File: config.mk
export PLATFORM = sky130hd
export DESIGN_NAME = sysbus_arbiter
export DESIGN_NICKNAME = d
export VERILOG_FILES = /design/src/rtl/sysbus_pkg.sv /design/src/rtl/sysbus_beat_counter.sv /design/src/rtl/sysbus_arbiter.sv
export SDC_FILE = /design/constraint.sdc
export NUM_CORES = 1
export LEC_CHECK = 0
export BUFFER_PORTS_ARGS = -buffer_cell sky130_fd_sc_hd__clkbuf_2
export CAP_MARGIN = 5
export CELL_PAD_IN_SITES_DETAIL_PLACEMENT = 0
export CELL_PAD_IN_SITES_GLOBAL_PLACEMENT = 2
export CORE_AREA = 2 2 155 157
export CTS_CLUSTER_SIZE = 24
export DETAILED_ROUTE_END_ITERATION = 6
export DIE_AREA = 0 0 157 159
export HOLD_SLACK_MARGIN = 0.06
export PLACE_DENSITY = 0.73
export SETUP_SLACK_MARGIN = 0.5
export SLEW_MARGIN = 20
export SYNTH_ARGS = -nofsm -noshare
export SYNTH_HDL_FRONTEND = slang
export SYNTH_SLANG_ARGS = --single-unit
File: constraint.sdc
create_clock -name clk -period 3 [get_ports clk]
set_input_delay 0.6 -clock clk [delete_from_list [all_inputs] [get_ports clk]]
set_output_delay 0.6 -clock clk [all_outputs]
set_load 0.02 [all_outputs]
File: src/rtl/sysbus_pkg.sv
`timescale 1ns/1ps
`default_nettype none
// ============================================================================
// Module  : sysbus_pkg
// Purpose : Shared types and constants for the Sysbus arbiter and the cache
//           clients that talk through it.
// Contents: arb_state_t   - arbiter FSM state encoding
//           CLIENT_*      - client index of each cache on the arbiter
//           DEF_*         - default bus geometry
//           TAG_WRITE_BIT - request-tag bit that marks a write burst
// Revision: 1.0 - initial release
// ============================================================================
package sysbus_pkg;

    typedef enum logic [1:0] {
        IDLE  = 2'd0,
        ADDR  = 2'd1,
        WDATA = 2'd2,
        RRESP = 2'd3
    } arb_state_t;

    localparam int CLIENT_ICACHE = 0;
    localparam int CLIENT_DCACHE = 1;

    localparam int DEF_BUS_DATA_WIDTH = 64;
    localparam int DEF_BUS_TAG_WIDTH  = 13;
    localparam int DEF_BURST_BEATS    = 8;   // 64-byte line over a 64-bit bus

    localparam int TAG_WRITE_BIT = DEF_BUS_TAG_WIDTH - 1;

endpackage : sysbus_pkg
`default_nettype wire

File: src/rtl/sysbus_beat_counter.sv
`timescale 1ns/1ps
`default_nettype none
// ============================================================================
// Module  : sysbus_beat_counter
// Purpose : Counts accepted data beats of one Sysbus burst and flags the
//           final beat.
// Ports   : clk     - clock
//           reset   - synchronous, active-high reset (clears the count)
//           clr_i   - clear the count (start of a new burst)
//           inc_i   - one beat accepted this cycle
//           last_o  - count currently sits on beat BURST_BEATS-1, so an
//                     inc_i in this cycle completes the burst
// Revision: 1.0 - initial release
// ============================================================================
module sysbus_beat_counter
    import sysbus_pkg::*;
#(
    parameter int BURST_BEATS = DEF_BURST_BEATS
) (
    input  logic clk,
    input  logic reset,
    input  logic clr_i,
    input  logic inc_i,
    output logic last_o
);

    // One extra bit of headroom so the counter never wraps inside a burst.
    localparam int CNT_W = $clog2(BURST_BEATS) + 1;

    logic [CNT_W-1:0] count_q;
    logic [CNT_W-1:0] count_d;

    always_comb begin
        count_d = count_q;
        if (clr_i) begin
            count_d = '0;
        end else if (inc_i) begin
            count_d = count_q + CNT_W'(1);
        end
    end

    always_ff @(posedge clk) begin
        if (reset) begin
            count_q <= '0;
        end else begin
            count_q <= count_d;
        end
    end

    assign last_o = (count_q == CNT_W'(BURST_BEATS - 1));

endmodule : sysbus_beat_counter
`default_nettype wire

File: src/rtl/sysbus_arbiter.sv
`timescale 1ns/1ps
`default_nettype none
// ============================================================================
// Module  : sysbus_arbiter
// Purpose : Sole master of the shared Sysbus port. Grants the bus to the
//           icache (client 0) or dcache (client 1) one at a time, holds the
//           grant for a full burst transaction and steers request/response
//           traffic between the owner and the bus pins.
// Ports   : clk, reset             - clock, synchronous active-high reset
//           bid[1:0]               - per-client bus request
//           grant[1:0]             - registered one-hot (or zero) ownership
//           c_reqcyc/c_req/c_reqtag- per-client request side
//           c_respack              - per-client response acknowledge
//           c_reqack/c_respcyc     - bus handshakes routed to the owner only
//           c_resp/c_resptag       - bus response, broadcast
//           bus_*                  - Sysbus master pins
// Revision: 1.0 - initial release
// ============================================================================
module sysbus_arbiter
    import sysbus_pkg::*;
#(
    parameter int BUS_DATA_WIDTH = DEF_BUS_DATA_WIDTH,
    parameter int BUS_TAG_WIDTH  = DEF_BUS_TAG_WIDTH,
    parameter int BURST_BEATS    = DEF_BURST_BEATS
) (
    input  logic                          clk,
    input  logic                          reset,
    input  logic [1:0]                    bid,
    output logic [1:0]                    grant,
    input  logic [1:0]                    c_reqcyc,
    input  logic [2*BUS_DATA_WIDTH-1:0]   c_req,
    input  logic [2*BUS_TAG_WIDTH-1:0]    c_reqtag,
    input  logic [1:0]                    c_respack,
    output logic [1:0]                    c_reqack,
    output logic [1:0]                    c_respcyc,
    output logic [BUS_DATA_WIDTH-1:0]     c_resp,
    output logic [BUS_TAG_WIDTH-1:0]      c_resptag,
    output logic                          bus_reqcyc,
    output logic [BUS_DATA_WIDTH-1:0]     bus_req,
    output logic [BUS_TAG_WIDTH-1:0]      bus_reqtag,
    output logic                          bus_respack,
    input  logic                          bus_reqack,
    input  logic                          bus_respcyc,
    input  logic [BUS_DATA_WIDTH-1:0]     bus_resp,
    input  logic [BUS_TAG_WIDTH-1:0]      bus_resptag
);

    // Write bit of the tag follows the instantiated tag width.
    localparam int WR_BIT = BUS_TAG_WIDTH - 1;

    arb_state_t  state_q;
    logic [1:0]  grant_q;
    logic        last_owner_q;

    logic                       w_granted;
    logic                       w_owner;
    logic                       w_sel_reqcyc;
    logic [BUS_DATA_WIDTH-1:0]  w_sel_req;
    logic [BUS_TAG_WIDTH-1:0]   w_sel_reqtag;
    logic                       w_sel_respack;
    logic                       w_resp_phase;
    logic                       w_req_acc;
    logic                       w_resp_acc;
    logic                       w_cnt_clr;
    logic                       w_cnt_inc;
    logic                       w_cnt_last;
    logic                       w_win_idx;

    // ------------------------------------------------------------------
    // Owner selection and routing. grant_q is one-hot, so its upper bit
    // is the owner's client index whenever a grant is held.
    // ------------------------------------------------------------------
    assign w_granted     = |grant_q;
    assign w_owner       = grant_q[1];
    assign w_sel_reqcyc  = w_owner ? c_reqcyc[1]  : c_reqcyc[0];
    assign w_sel_req     = w_owner ? c_req[2*BUS_DATA_WIDTH-1:BUS_DATA_WIDTH]
                                   : c_req[BUS_DATA_WIDTH-1:0];
    assign w_sel_reqtag  = w_owner ? c_reqtag[2*BUS_TAG_WIDTH-1:BUS_TAG_WIDTH]
                                   : c_reqtag[BUS_TAG_WIDTH-1:0];
    assign w_sel_respack = w_owner ? c_respack[1] : c_respack[0];
    assign w_resp_phase  = (state_q == RRESP);

    assign bus_reqcyc  = w_granted & w_sel_reqcyc;
    assign bus_req     = w_granted ? w_sel_req    : '0;
    assign bus_reqtag  = w_granted ? w_sel_reqtag : '0;
    // Responses are only meaningful while a read burst is in flight; a
    // stray response in any other state is neither forwarded nor acked.
    assign bus_respack = w_resp_phase & w_sel_respack;

    assign c_reqack  = bus_reqack ? grant_q : 2'b00;
    assign c_respcyc = (w_resp_phase & bus_respcyc) ? grant_q : 2'b00;
    assign c_resp    = bus_resp;
    assign c_resptag = bus_resptag;
    assign grant     = grant_q;

    assign w_req_acc  = bus_reqcyc & bus_reqack;
    assign w_resp_acc = bus_respcyc & bus_respack;

    // ------------------------------------------------------------------
    // Beat counting: cleared by the accepted address beat, advanced by
    // accepted write beats or acknowledged read responses.
    // ------------------------------------------------------------------
    assign w_cnt_clr = (state_q == ADDR) & w_req_acc;
    assign w_cnt_inc = ((state_q == WDATA) & w_req_acc) |
                       (w_resp_phase & w_resp_acc);

    sysbus_beat_counter #(
        .BURST_BEATS (BURST_BEATS)
    ) u_beat_counter (
        .clk    (clk),
        .reset  (reset),
        .clr_i  (w_cnt_clr),
        .inc_i  (w_cnt_inc),
        .last_o (w_cnt_last)
    );

    // Round-robin on a tie: the client that did not own the bus last wins.
    always_comb begin
        w_win_idx = 1'b0;
        case (bid)
            2'b01:   w_win_idx = 1'b0;
            2'b10:   w_win_idx = 1'b1;
            2'b11:   w_win_idx = ~last_owner_q;
            default: w_win_idx = 1'b0;
        endcase
    end

    // ------------------------------------------------------------------
    // Arbiter FSM. Completion always passes through IDLE with grant_q=0,
    // which guarantees a dead cycle between owners.
    // ------------------------------------------------------------------
    always_ff @(posedge clk) begin
        if (reset) begin
            state_q      <= IDLE;
            grant_q      <= 2'b00;
            last_owner_q <= 1'b0;
        end else begin
            case (state_q)
                IDLE: begin
                    if (bid != 2'b00) begin
                        grant_q <= w_win_idx ? 2'b10 : 2'b01;
                        state_q <= ADDR;
                    end
                end
                ADDR: begin
                    if (w_req_acc) begin
                        state_q <= bus_reqtag[WR_BIT] ? WDATA : RRESP;
                    end
                end
                WDATA: begin
                    if (w_req_acc && w_cnt_last) begin
                        state_q      <= IDLE;
                        grant_q      <= 2'b00;
                        last_owner_q <= w_owner;
                    end
                end
                RRESP: begin
                    if (w_resp_acc && w_cnt_last) begin
                        state_q      <= IDLE;
                        grant_q      <= 2'b00;
                        last_owner_q <= w_owner;
                    end
                end
                default: begin
                    state_q <= IDLE;
                    grant_q <= 2'b00;
                end
            endcase
        end
    end

endmodule : sysbus_arbiter
`default_nettype wire

-- Yosys cells after proc, flatten, opt, wreduce, memory -nomap -nowiden
Cells that the tools add are included.
- reduce and logical (&&, ||, !) cells: 11
- divide/modulo/power cells: 0
- add/sub/neg operators: 1
- bitwise operators: 10
- magnitude comparators: 0
- multipliers: 0
- muxes and demuxes: 21
- equality and inequality tests: 10
- shifts and indexed selects: 0
- operators by type and width (cell ; count):
    $mux W64 ; 2
    $mux W13 ; 2
    $mux W2 ; 8
    $and A1 B1 Y1 ; 8
    $eq A2 B2 Y1 const B ; 4
    $pmux W2 S4 ; 1
    $reduce_and A4 Y1 ; 2
    $pmux W2 S3 ; 1
    $mux W1 ; 5
    $add A4 B1 Y4 const B ; 1
    $eq A4 B3 Y1 const B ; 1
    $ne A2 B1 Y1 const B ; 2
    $ne A2 B2 Y1 const B ; 2
    $pmux W1 S2 ; 2
    $reduce_bool A2 Y1 ; 2
    $reduce_or A2 Y1 ; 2
    $reduce_and A3 Y1 ; 1
    $reduce_bool A3 Y1 ; 1
    $eq A2 B1 Y1 const B ; 1
    $logic_and A1 B1 Y1 ; 2
    $logic_not A2 Y1 ; 1
    $not A1 Y1 ; 1
    $or A1 B1 Y1 ; 1
- logic and storage cells: 57
- bits of input ports: 241
- memories: 0
- flip-flop bits (word level): 9
- RAM bits: 0
- ROM bits: 0
- output and inout port bits: 162
- latch bits: 0

-- Longest topological paths before layout
Gate-level depths: netlist of the first run.
- depth in word-level cells: 6
- mapped depth: 6
- gate-level depth less buffers: 6

-- Modules after synthesis
From an unflattened synthesis of the first run, not the netlist that was laid out.
- cell total of the unflattened synthesis: 254
- area total of the unflattened synthesis: 2014.4 sq um
- modules (own cells, without submodules) (module ; times used ; cells an instance ; area each (sq um) ; sequential area each (sq um)):
    sysbus_arbiter ; 1 ; 235 ; 1829.3 ; 100.1
    sysbus_beat_counter ; 1 ; 19 ; 185.2 ; 80.1

-- Least setup slack after synthesis of the first run
Ideal clock, no wire load.
- path kind: register to output
- start: register grant_q[0], in the netlist grant[0]
- end: output bus_req[55]
- path buffers: 3
- stages on the path, launching flop included: 6
- required time: 2.400 ns
- setup slack: 0.938 ns
- data arrival time: 1.462 ns
- cells stage by stage: dfxtp_1 -> nor2b_1 -> clkbuf_1 -> buf_2 -> buf_2 -> a22o_1
- word-level cells in the longest chain between the ends: 2
- ends and longest elaborated chain (item ; line ; text):
    start: declaration ; sysbus_arbiter.sv:52 ; logic [1:0] grant_q;
    start signal: assignment ; sysbus_arbiter.sv:141 ; grant_q <= w_win_idx ? 2'b10 : 2'b01;
    $reduce_or A2 Y1 ; sysbus_arbiter.sv:73 ; assign w_granted = |grant_q;
    $mux W64 ; sysbus_arbiter.sv:84 ; assign bus_req = w_granted ? w_sel_req : '0;
    end: declaration ; sysbus_arbiter.sv:39 ; output logic [BUS_DATA_WIDTH-1:0] bus_req,
Every way passes these cells.

-- Final worst setup path of the first run
- start: register grant_q[1], in the netlist grant[1]
- end: output bus_req[35]
- word-level cells in the longest chain between the ends: 2
- elaborated cells on any way between the ends: 3
- those cells by class: mux (2); reduce/logical (1)
- ends and longest elaborated chain (item ; line):
    $mux W64 / $reduce_or A2 Y1 (equally long branches) ; sysbus_arbiter.sv:76, sysbus_arbiter.sv:73
    $mux W64 (*) ; sysbus_arbiter.sv:84
Every way passes the cells marked *; elsewhere a longest branch is shown, timed or not.

==> results of run 1 <==
## final timing paths
path	cells after the start	slack (ns)	endpoint
setup / recovery	4	0.65	bus_req[35]
hold / removal	2	0.46	last_owner_q
setup reg to reg	4	1.13	state_q[0]
hold reg to reg	2	0.46	last_owner_q
## worst max-delay path, delay by kind of cell, from the launching register on
kind,cells,cell delay (ns)
DFF,1,0.47
and+or+nand+nor,1,0.17
AOI/OAI and AO/OA,1,0.24
buffers and inverters,2,0.60
## registers in the layout, summed over array words and instances (netlist names)
signal                  cells
grant                       2
last_owner_q                1
state_q                     2
u_beat_counter.count_q      4
## power by group through the flow
stage,registers (W),clock network [W],logic [W]
global route,0.000210,0.000250,0.00148
CTS,0.000204,0.000240,0.00139
global placement,0.000208,0,0.00139
finish,0.000205,0.000236,0.00138
detailed placement,0.000206,0,0.00138
floorplan,0.000162,0,0.00107
## layout by cell type, fill, tap and decap left out, drive strengths merged, types with 2 or more instances in the layout
master,instances
clkbuf,252
a22o,78
nand2,9
dfxtp,9
o21ai,8
inv,6
mux2i,6
nand3,6
ha,5
and3,4
nor3,4
and2,3
nand3b,3
a221oi,3
buf,3
nand2b,2
a21oi,2
## cell type report
| class | instances | share of cell area [%] |
|---|---|---|
| tap | 319 | 12.8 |
| sequential | 9 | 5.88 |
| multi-input combinational | 145 | 37.6 |
| timing repair buffer | 251 | 40.5 |
| inverter | 6 | 0.720 |
| clock buffer | 4 | 2.52 |
## metrics by stage
step	std cells	total power, W	util [%]	hold WS [ns]
global placement	730	0.00160	13.1	0.445
CTS	734	0.00183	13.5	0.462
finish	734	0.00182	13.5	0.457
detailed placement	730	0.00159	13.1	0.456
global route	734	0.00194	13.5	0.488
floorplan	257	0.00124	-	0.435
## cell families after synthesis
group / count (synthesis) / synth area share [%]
buffers and inverters: 103 / 33.5
AO/OA/AOI/OAI: 98 / 41.3
AND/OR/NAND/NOR: 35 / 9.49
flip-flops: 9 / 8.87
multiplexers: 7 / 3.70
adder cells (fa/ha/maj): 5 / 3.08
## per-layer routing
metal  track usage (%)  share of wire (%)
met3              3.13                 13
met4              1.13               0.53
met1              6.77                 34
met2              15.3                 52
met5                 0               0.12
## timing repair
item,CTS,global route
setup endpoints to repair,0,42
hold buffers,0,0
hold endpoints to repair,0,0
resized for setup,0,1
==> flow_summary.yaml, run 1 <==
routing:
  drt_first_pass_iters: 4
  postRouteAntennaNets: 0
  post-route-drc-count: 0
  post_drt_wl_per_cell_um: 14.8
  drtIter0Drc: 148
  vias: 2546
  drt_wl_total_um: 10800
  via_per_inst: 3.47
layout:
  final_cell_area_um2: 3130
  regArea_um2: 184
  nets: 662
  diodes: 0
  fillers: 2682
  drive_gt1_share_pct: 63.1
  multi_input_area_um2: 1180
  area_growth_pct: 54.1
pwr:
  internal_power_w: 0.000866
  powerDensity_nw_per_um2: 581
  power_leakage_nw: 1.70
  switchingPower_w: 0.000954
  p_clk_share_pct: 13.0
  combPwrFrac_pct: 75.8
  seq_power_share_pct: 11.2
  swShare_pct: 52.4
  ir_worst_vdd_uv: 153
worst_setup_path:
  path_max_fanout: 44
  startpoint_type: "register"
  r2r_start: "grant[1]"
  cp-end-kind: "primary output"
  slowest_stage: "dfxtp_4"
  cp_data_arrival_time_ns: 1.75
  crit_start: "grant[1]"
  cp.required_ns: 2.40
  path_cells: "nor2b_4 -> buf_4 -> a22o_1 -> clkbuf_2"
  crit_type: "register to primary output"
  max_stage_delay_ns: 0.47
place:
  placed_cell_area_um2: 3050
  dpl.hpwl_um: 9320
  place_congestion: 0.743
  numPortBuffers: 248
  place_ws_ns: 0.773
global_route:
  grt_pass1_vias: 2416
  grt_usage_pct: 7.48
  antenna_found_initial: 1
  overflow: 0
  grt_pass1_wl_um: 14200
  grt_max_degree: 45
timing:
  rsz0062_at_grt: "false"
  worst_slack_ns: 0.650
  maxSlewViolCount: 0
  worst_pin_slew_ns: 0.516
  setup_violations: 0
  fin_crit_sh_pct: 78.3
  relSlewSlack_pct: 65.6
  finalSetupTns_ns: 0
  hold_viol_final: 0
  fin_crit_ns: 2.35
  skew_ns: 0.00115
  timing.fmax_ghz: 0.426
logic_synthesis:
  synth_nets: 503
  netlist-cell-type-count: 34
  synth_area_per_cell_um2: 7.90
  synth_top_area_share_pct: 33.6
  synth.yosys.seq_area_share_pct: 8.87
  synthTopCellsByArea: "a22o_1, buf_4, dfxtp_1"
  synth_most_common_cell: "a22o_1"
  synth_edf_count: 0
  async_flop_share_pct: 0
  synth_top_cell_by_area: "a22o_1"
  synth_top_flop_cell: "dfxtp_1"
  syn-instance-count: 257
  ys_ff_latch: 9
  yosys_warnings: 0
  syn-cell-area_um2: 2030
  synth_top_cells_by_count: "a22o_1, buf_4, clkbuf_1"
clock_network:
  cts_buffers: 3
  cts_tree: "built"
  clockRootBuffer: "clkbuf_16"
  clkTransAtPathRegs_ns: 0.04
  ctsLongestPathBuffers: 2
  clock_sinks: 9
  clock_latency_ns: 0.23
  cts_setup_buffers: 0
  htree_levels: 1
floorplan:
  die_w_um: 157
  start_util_pct: 8.76
  rows: 56
  io_pins: 403
  die_area_um2: 25000
  die_h_um: 159
  core_area_um2: 23200
run:
  maxCapViolations: 0
outcome:
  status: "finished clean"
min_path:
  hold_path_startpoint: "last_owner_q"
  hp-class: "register to register"
Note: power is estimated with default switching activity, not from simulation.
==> run 2: changes to the inputs <==
--- a/config.mk
+++ b/config.mk
@@ -14,7 +14,7 @@
 export DETAILED_ROUTE_END_ITERATION = 6
 export DIE_AREA = 0 0 157 159
 export HOLD_SLACK_MARGIN = 0.06
-export PLACE_DENSITY = 0.73
+export PLACE_DENSITY = 0.76
 export SETUP_SLACK_MARGIN = 0.5
 export SLEW_MARGIN = 20
 export SYNTH_ARGS = -nofsm -noshare
==> constraint.sdc (replaced) <==
create_clock -name clk -period 2.03 [get_ports clk]
set_input_delay 0.406 -clock clk [delete_from_list [all_inputs] [get_ports clk]]
set_output_delay 0.406 -clock clk [all_outputs]
set_load 0.02 [all_outputs]
==> run 2 against run 1 <==
Global-route usage increased by 1.4 points; utilization increased by 2.7 points; setup slack got worse by 0.44 ns; sequential cell count unchanged; largest cell class unchanged; design area increased by 20%; clock skew increased by 0.0026 ns; die area unchanged; combinational power increased by 100%; cell count increased by 1.8%; first-iteration DRC count decreased by 10%; total power increased by 88%; clock power increased by 51%.
==> flow_summary.yaml, run 2 (synthesis gave the netlist of run 1 again) <==
global_route:
  grt_usage_pct: 8.93
  grt_pass1_wl_um: 16900
  grt_pass1_vias: 2625
  overflow: 0
  grt_max_degree: 41
  antenna_found_initial: 0
timing:
  fin_crit_ns: 1.82
  worst_pin_slew_ns: 0.372
  rsz0062_at_grt: "true"
  fin_crit_sh_pct: 89.7
  skew_ns: 0.00372
  relSlewSlack_pct: 75.2
  timing.fmax_ghz: 0.549
  setup_violations: 0
  finalSetupTns_ns: 0
  maxSlewViolCount: 0
  hold_viol_final: 0
layout:
  area_growth_pct: 85.3
  drive_gt1_share_pct: 71.5
  nets: 675
  layout_common_cells: "clkbuf_2, a22o_1, buf_4"
  regMostFlops: "u_beat_counter.count_q"
  largest_register_ff_count: 4
  diodes: 0
  stdcell_count: 747
  final_common_cell: "clkbuf_2"
clock_network:
  htree_levels: 1
  cts_tree: "built"
  cts_buffers: 3
  clock_latency_ns: 0.24
  cts_hold_buf: 0
  clock_sinks: 9
  clkTransAtPathRegs_ns: 0.04
  clockRootBuffer: "clkbuf_16"
  ctsLongestPathBuffers: 2
routing:
  post-route-drc-count: 0
  drt_wl_total_um: 12500
  vias: 2656
  drtIter0Drc: 133
  via_per_inst: 3.56
  post_drt_wl_per_cell_um: 16.8
  drt_first_pass_iters: 4
  postRouteAntennaNets: 0
floorplan:
  rows: 56
  die_h_um: 159
  start_util_pct: 8.76
  io_pins: 403
  die_area_um2: 25000
  die_w_um: 157
  core_area_um2: 23200
pwr:
  ir_worst_vdd_uv: 266
  power_leakage_nw: 1.97
  powerDensity_nw_per_um2: 908
worst_setup_path:
  cp_data_arrival_time_ns: 1.42
  startpoint_type: "register"
  slowest_stage: "dfxtp_4"
  max_stage_delay_ns: 0.38
  path_max_fanout: 6
  crit_type: "register to primary output"
  path_cells: "buf_4 -> mux2_4 -> and2_1 -> buf_2"
  cp_top_family: "flip-flops"
  cp-end-kind: "primary output"
  path_buf_inv: 2
  cp.required_ns: 1.62
run:
  maxCapViolations: 0
place:
  dpl.hpwl_um: 9610
  place_inst: 731
  place_congestion: 0.707
  numPortBuffers: 248
min_path:
  hp-class: "register to register"
outcome:
  status: "finished clean"
==> run 2: changes by cell type in the layout (fill, tap and decap cells not counted), moves of 3 or more <==
cell | previous run | this run
ha_1 | 5 | 2
a22o_1 | 78 | 58
buf_4 | 2 | 30
a22o_4 | 0 | 20
dfxtp_1 | 8 | 5
clkbuf_2 | 248 | 176
buf_16 | 0 | 5
buf_2 | 0 | 18
clkbuf_8 | 0 | 3
clkbuf_4 | 0 | 26
==> run 2: path summary, 6_finish.rpt <==
path	to	cells after the start	slack (ns)	start
worst max register to register	grant[0]	5	0.44	grant[1]
worst min-delay path	last_owner_q	2	0.46	last_owner_q
worst min register to register	last_owner_q	2	0.46	last_owner_q
worst max-delay path	bus_respack	4	0.21	grant[1]
==> run 2: layout make-up <==
class                      count  area, um2
clock buffer                   4       78.8
fill                        2631      19400
inverter                       6       22.5
multi-input combinational    145       1400
sequential                     9        193
tap                          319        399
timing repair buffer         264       1670
==> run 2: repair_timing <==
item / CTS / global route
gates cloned: 4 / 1
resized for setup: 49 / 73
setup endpoints to repair: 86 / 88
hold endpoints to repair: 0 / 0
pin swaps: 1 / 2
setup buffers: 7 / 0
==> run 2: per-stage QoR <==
| stage | hold WS [ns] | power (W) | utilization [%] | area [um2] | worst slack [ns] |
|---|---|---|---|---|---|
| after global placement | 0.455 | 0.00259 | 14.1 | 3270 | 0.387 |
| after global routing | 0.466 | 0.00361 | 16.2 | 3760 | 0.166 |
| after CTS | 0.441 | 0.00333 | 15.7 | 3650 | 0.210 |
| after detailed placement | 0.453 | 0.00258 | 14.1 | 3270 | 0.350 |
| after floorplan | 0.435 | 0.00202 | - | 2250 | 0.481 |
| final | 0.460 | 0.00342 | 16.2 | 3760 | 0.209 |
==> run 2: worst register-to-register path, cell delays in order (launching register included) <==
cell	delay (ns)
dfxtp_4	0.38
buf_4	0.15
mux2_4	0.34
o221ai_4	0.21
a221o_1	0.22
mux2i_1	0.21
==> run 2: power breakdown <==
group          switching (W)  internal [W]
combinational        0.00148       0.00133
sequential         0.0000337      0.000209
clock              0.0000928      0.000263
total                0.00161       0.00181
==> run 2: layer usage <==
| layer | GRT usage (%) | wire length, um |
|---|---|---|
| met1 | 10.6 | 5050 |
| met2 | 15.9 | 6120 |
| met3 | 2.91 | 1310 |
| met4 | 1.13 | 49 |
| met5 | 0 | 0 |
==> run 3: changes to the inputs <==
--- a/config.mk
+++ b/config.mk
@@ -9,14 +9,15 @@
 export CAP_MARGIN = 5
 export CELL_PAD_IN_SITES_DETAIL_PLACEMENT = 0
 export CELL_PAD_IN_SITES_GLOBAL_PLACEMENT = 2
-export CORE_AREA = 2 2 155 157
+export CORE_AREA = 2 2 159 161
 export CTS_CLUSTER_SIZE = 24
 export DETAILED_ROUTE_END_ITERATION = 6
-export DIE_AREA = 0 0 157 159
+export DIE_AREA = 0 0 161 163
 export HOLD_SLACK_MARGIN = 0.06
-export PLACE_DENSITY = 0.76
+export PLACE_DENSITY = 0.73
 export SETUP_SLACK_MARGIN = 0.5
 export SLEW_MARGIN = 20
 export SYNTH_ARGS = -nofsm -noshare
 export SYNTH_HDL_FRONTEND = slang
+export SYNTH_HIERARCHICAL = 1
 export SYNTH_SLANG_ARGS = --single-unit
==> run 3 against run 2 <==
Clock-buffer cell count did not move; design area rose by 19%; total power rose by 81%; synthesized cell count fell by 1.2%; combinational power rose by 96%; sequential power rose by 17%; wire length rose by 0.74%; register-to-register slack got worse by 0.20 ns; die area rose by 5.1%; maximum frequency fell by 3.5%; hold slack got worse by 0.0046 ns; cell count rose by 3.3%; critical path type unchanged; critical endpoint is now bus_reqtag[2]; largest power group unchanged.
==> flow_summary.yaml, run 3 <==
logic_synthesis:
  synth_nets: 500
  netlist-cell-type-count: 35
  syn-instance-count: 254
  syn-cell-area_um2: 2010
  async_flop_share_pct: 0
  synth_top_cells_by_count: "a22o_1, buf_4, clkbuf_1"
  yosys_warnings: 6
  synth_edf_count: 0
  synth_top_flop_cell: "dfxtp_1"
  synth.yosys.seq_area_share_pct: 8.94
  synth_top_cell_by_area: "a22o_1"
  ys_ff_latch: 9
  synthTopCellsByArea: "a22o_1, buf_4, dfxtp_1"
  synth_area_per_cell_um2: 7.93
  synth_top_area_share_pct: 33.5
min_path:
  hold_path_startpoint: "bid[1]"
  hp-class: "input pin to register"
  hold-path-endpoint: "grant[1]"
  min_path_cells: 3
clock_network:
  clockRootBuffer: "clkbuf_16"
  cts_buffers: 3
  cts_tree: "built"
  cts_hold_buf: 0
  htree_levels: 1
  ctsLongestPathBuffers: 2
  clock_sinks: 9
  clkTransAtPathRegs_ns: 0.04
  clock_latency_ns: 0.24
worst_setup_path:
  cp_data_arrival_time_ns: 1.48
  startpoint_type: "register"
  reg2reg_depth: 6
  cp-end-kind: "primary output"
  crit_type: "register to primary output"
  cp.required_ns: 1.62
  path_max_fanout: 6
  reg2reg_to: "state_q[0]"
  r2r_start: "grant[1]"
  regToRegSetupSlack_ns: 0.24
timing:
  maxSlewViolCount: 0
  finalSetupTns_ns: 0
  setup_violations: 0
  worst_pin_slew_ns: 0.444
  fin_crit_sh_pct: 93.0
  timing.fmax_ghz: 0.530
  fin_crit_ns: 1.89
  skew_ns: 0.00594
  hold_viol_final: 0
  rsz0062_at_grt: "true"
  relSlewSlack_pct: 70.4
place:
  placed_cell_area_um2: 3370
  numPortBuffers: 248
  place_congestion: 0.689
  dpl.hpwl_um: 8870
global_route:
  grt_pass1_wl_um: 16000
  grt_usage_pct: 8.11
  overflow: 0
  antenna_found_initial: 0
  grt_max_degree: 41
  grt_pass1_vias: 2473
run:
  maxCapViolations: 0
routing:
  postRouteAntennaNets: 0
  drtIter0Drc: 89
  drt_wl_total_um: 12600
  drt_first_pass_iters: 4
  post_drt_wl_per_cell_um: 16.4
  post-route-drc-count: 0
  vias: 2623
  via_per_inst: 3.40
layout:
  layout_common_cells: "clkbuf_2, a22o_1, a22o_4"
  final_common_cell: "clkbuf_2"
  drive_gt1_share_pct: 77.4
  regMostFlops: "u_beat_counter/count_q"
  final_cell_area_um2: 4480
  area_growth_pct: 122
  nets: 689
  diodes: 0
  largest_register_ff_count: 4
floorplan:
  core_area_um2: 24700
  die_area_um2: 26200
  die_h_um: 163
  io_pins: 403
  die_w_um: 161
  start_util_pct: 8.16
  rows: 58
pwr:
  switchingPower_w: 0.00275
  swShare_pct: 44.6
  internal_power_w: 0.00342
  combPwrFrac_pct: 89.7
  p_clk_share_pct: 5.7
  ir_worst_vdd_uv: 399
  powerDensity_nw_per_um2: 1380
  seq_power_share_pct: 4.6
  power_leakage_nw: 2.22
outcome:
  status: "finished clean"
==> run 3: cell count changes in the layout (fill, tap and decap cells not counted), sizes merged, moves of 2 or more <==
cell    delta
o211ai     +2
or2        +2
nor2       +4
clkbuf     +5
a221oi     -2
buf       +10
o21ai      -7
nand3      -5
nand2b     +4
o21bai     +2
==> run 3: metrics by stage <==
| step | hold slack [ns] | total power (W) | instances | worst slack [ns] | utilization (%) |
|---|---|---|---|---|---|
| floorplan | 0.452 | 0.00308 | 254 | 0.488 | - |
| detailed placement | 0.476 | 0.00394 | 742 | 0.167 | 13.7 |
| CTS | 0.441 | 0.00556 | 762 | 0.137 | 16.7 |
| global placement | 0.465 | 0.00395 | 742 | 0.166 | 13.7 |
| global route | 0.481 | 0.00647 | 772 | 0.115 | 18.1 |
| finish | 0.456 | 0.00617 | 772 | 0.142 | 18.1 |
==> run 3: repair_timing <==
| action | 4_1_cts | 5_1_grt |
|---|---|---|
| cloned | 6 | 3 |
| hold endpoints to repair | 0 | 0 |
| gates resized for setup | 98 | 102 |
| setup endpoints to repair | 88 | 91 |
| buffers inserted | 10 | 7 |
| pin swaps | 6 | 13 |
==> run 3: logic make-up after synthesis <==
kind of cell / synth area share, %
xor+xnor: 0.435
simple gates: 10.2
compound gates: 39.6
buf+inv: 33.6
mux: 4.04
flops: 8.94
fa+ha+maj: 3.11
==> run 3: power by group through the flow <==
| stage | Clock, W | Sequential [W] | Combinational [W] |
|---|---|---|---|
| floorplan | 0 | 0.000287 | 0.00279 |
| global placement | 0 | 0.000317 | 0.00364 |
| detailed placement | 0 | 0.000319 | 0.00362 |
| CTS | 0.000357 | 0.000285 | 0.00492 |
| global route | 0.000370 | 0.000292 | 0.00580 |
| finish | 0.000352 | 0.000285 | 0.00554 |
==> run 3: how the worst max path moves through the flow <==
stage                     startpoint       endpoint  cells past startpoint
final                       grant[0]  bus_reqtag[2]                      6
after global placement      grant[0]     bus_req[0]                      4
after detailed placement    grant[0]     bus_req[0]                      4
after CTS                   grant[0]  bus_reqtag[2]                      6
after floorplan             grant[0]    bus_req[45]                      5
after global routing        grant[0]  bus_reqtag[2]                      6
==> run 3: cell type report <==
class	count	area (um2)
inverters	6	22.5
well taps	330	413
multi-input cells	144	1570
fillers	2733	20200
repair buffers	279	2200
flip-flops and latches	9	196
clock buffers	4	78.8
==> run 3: layer usage <==
metal,vias up,global-route usage [%],share of wire [%]
met4,0,1.22,0.82
met1,1199,9.04,38
li1,1243,-,-
met5,-,0,0
met3,12,2.90,9.6
met2,169,15.1,52
==> run 3: worst max-delay path, cell delays in order, from the launching register on <==
cell,delay (ns)
dfxtp_4,0.34
nor2b_4,0.13
buf_6,0.13
buf_12,0.14
buf_16,0.15
a22o_4,0.23
buf_8,0.13
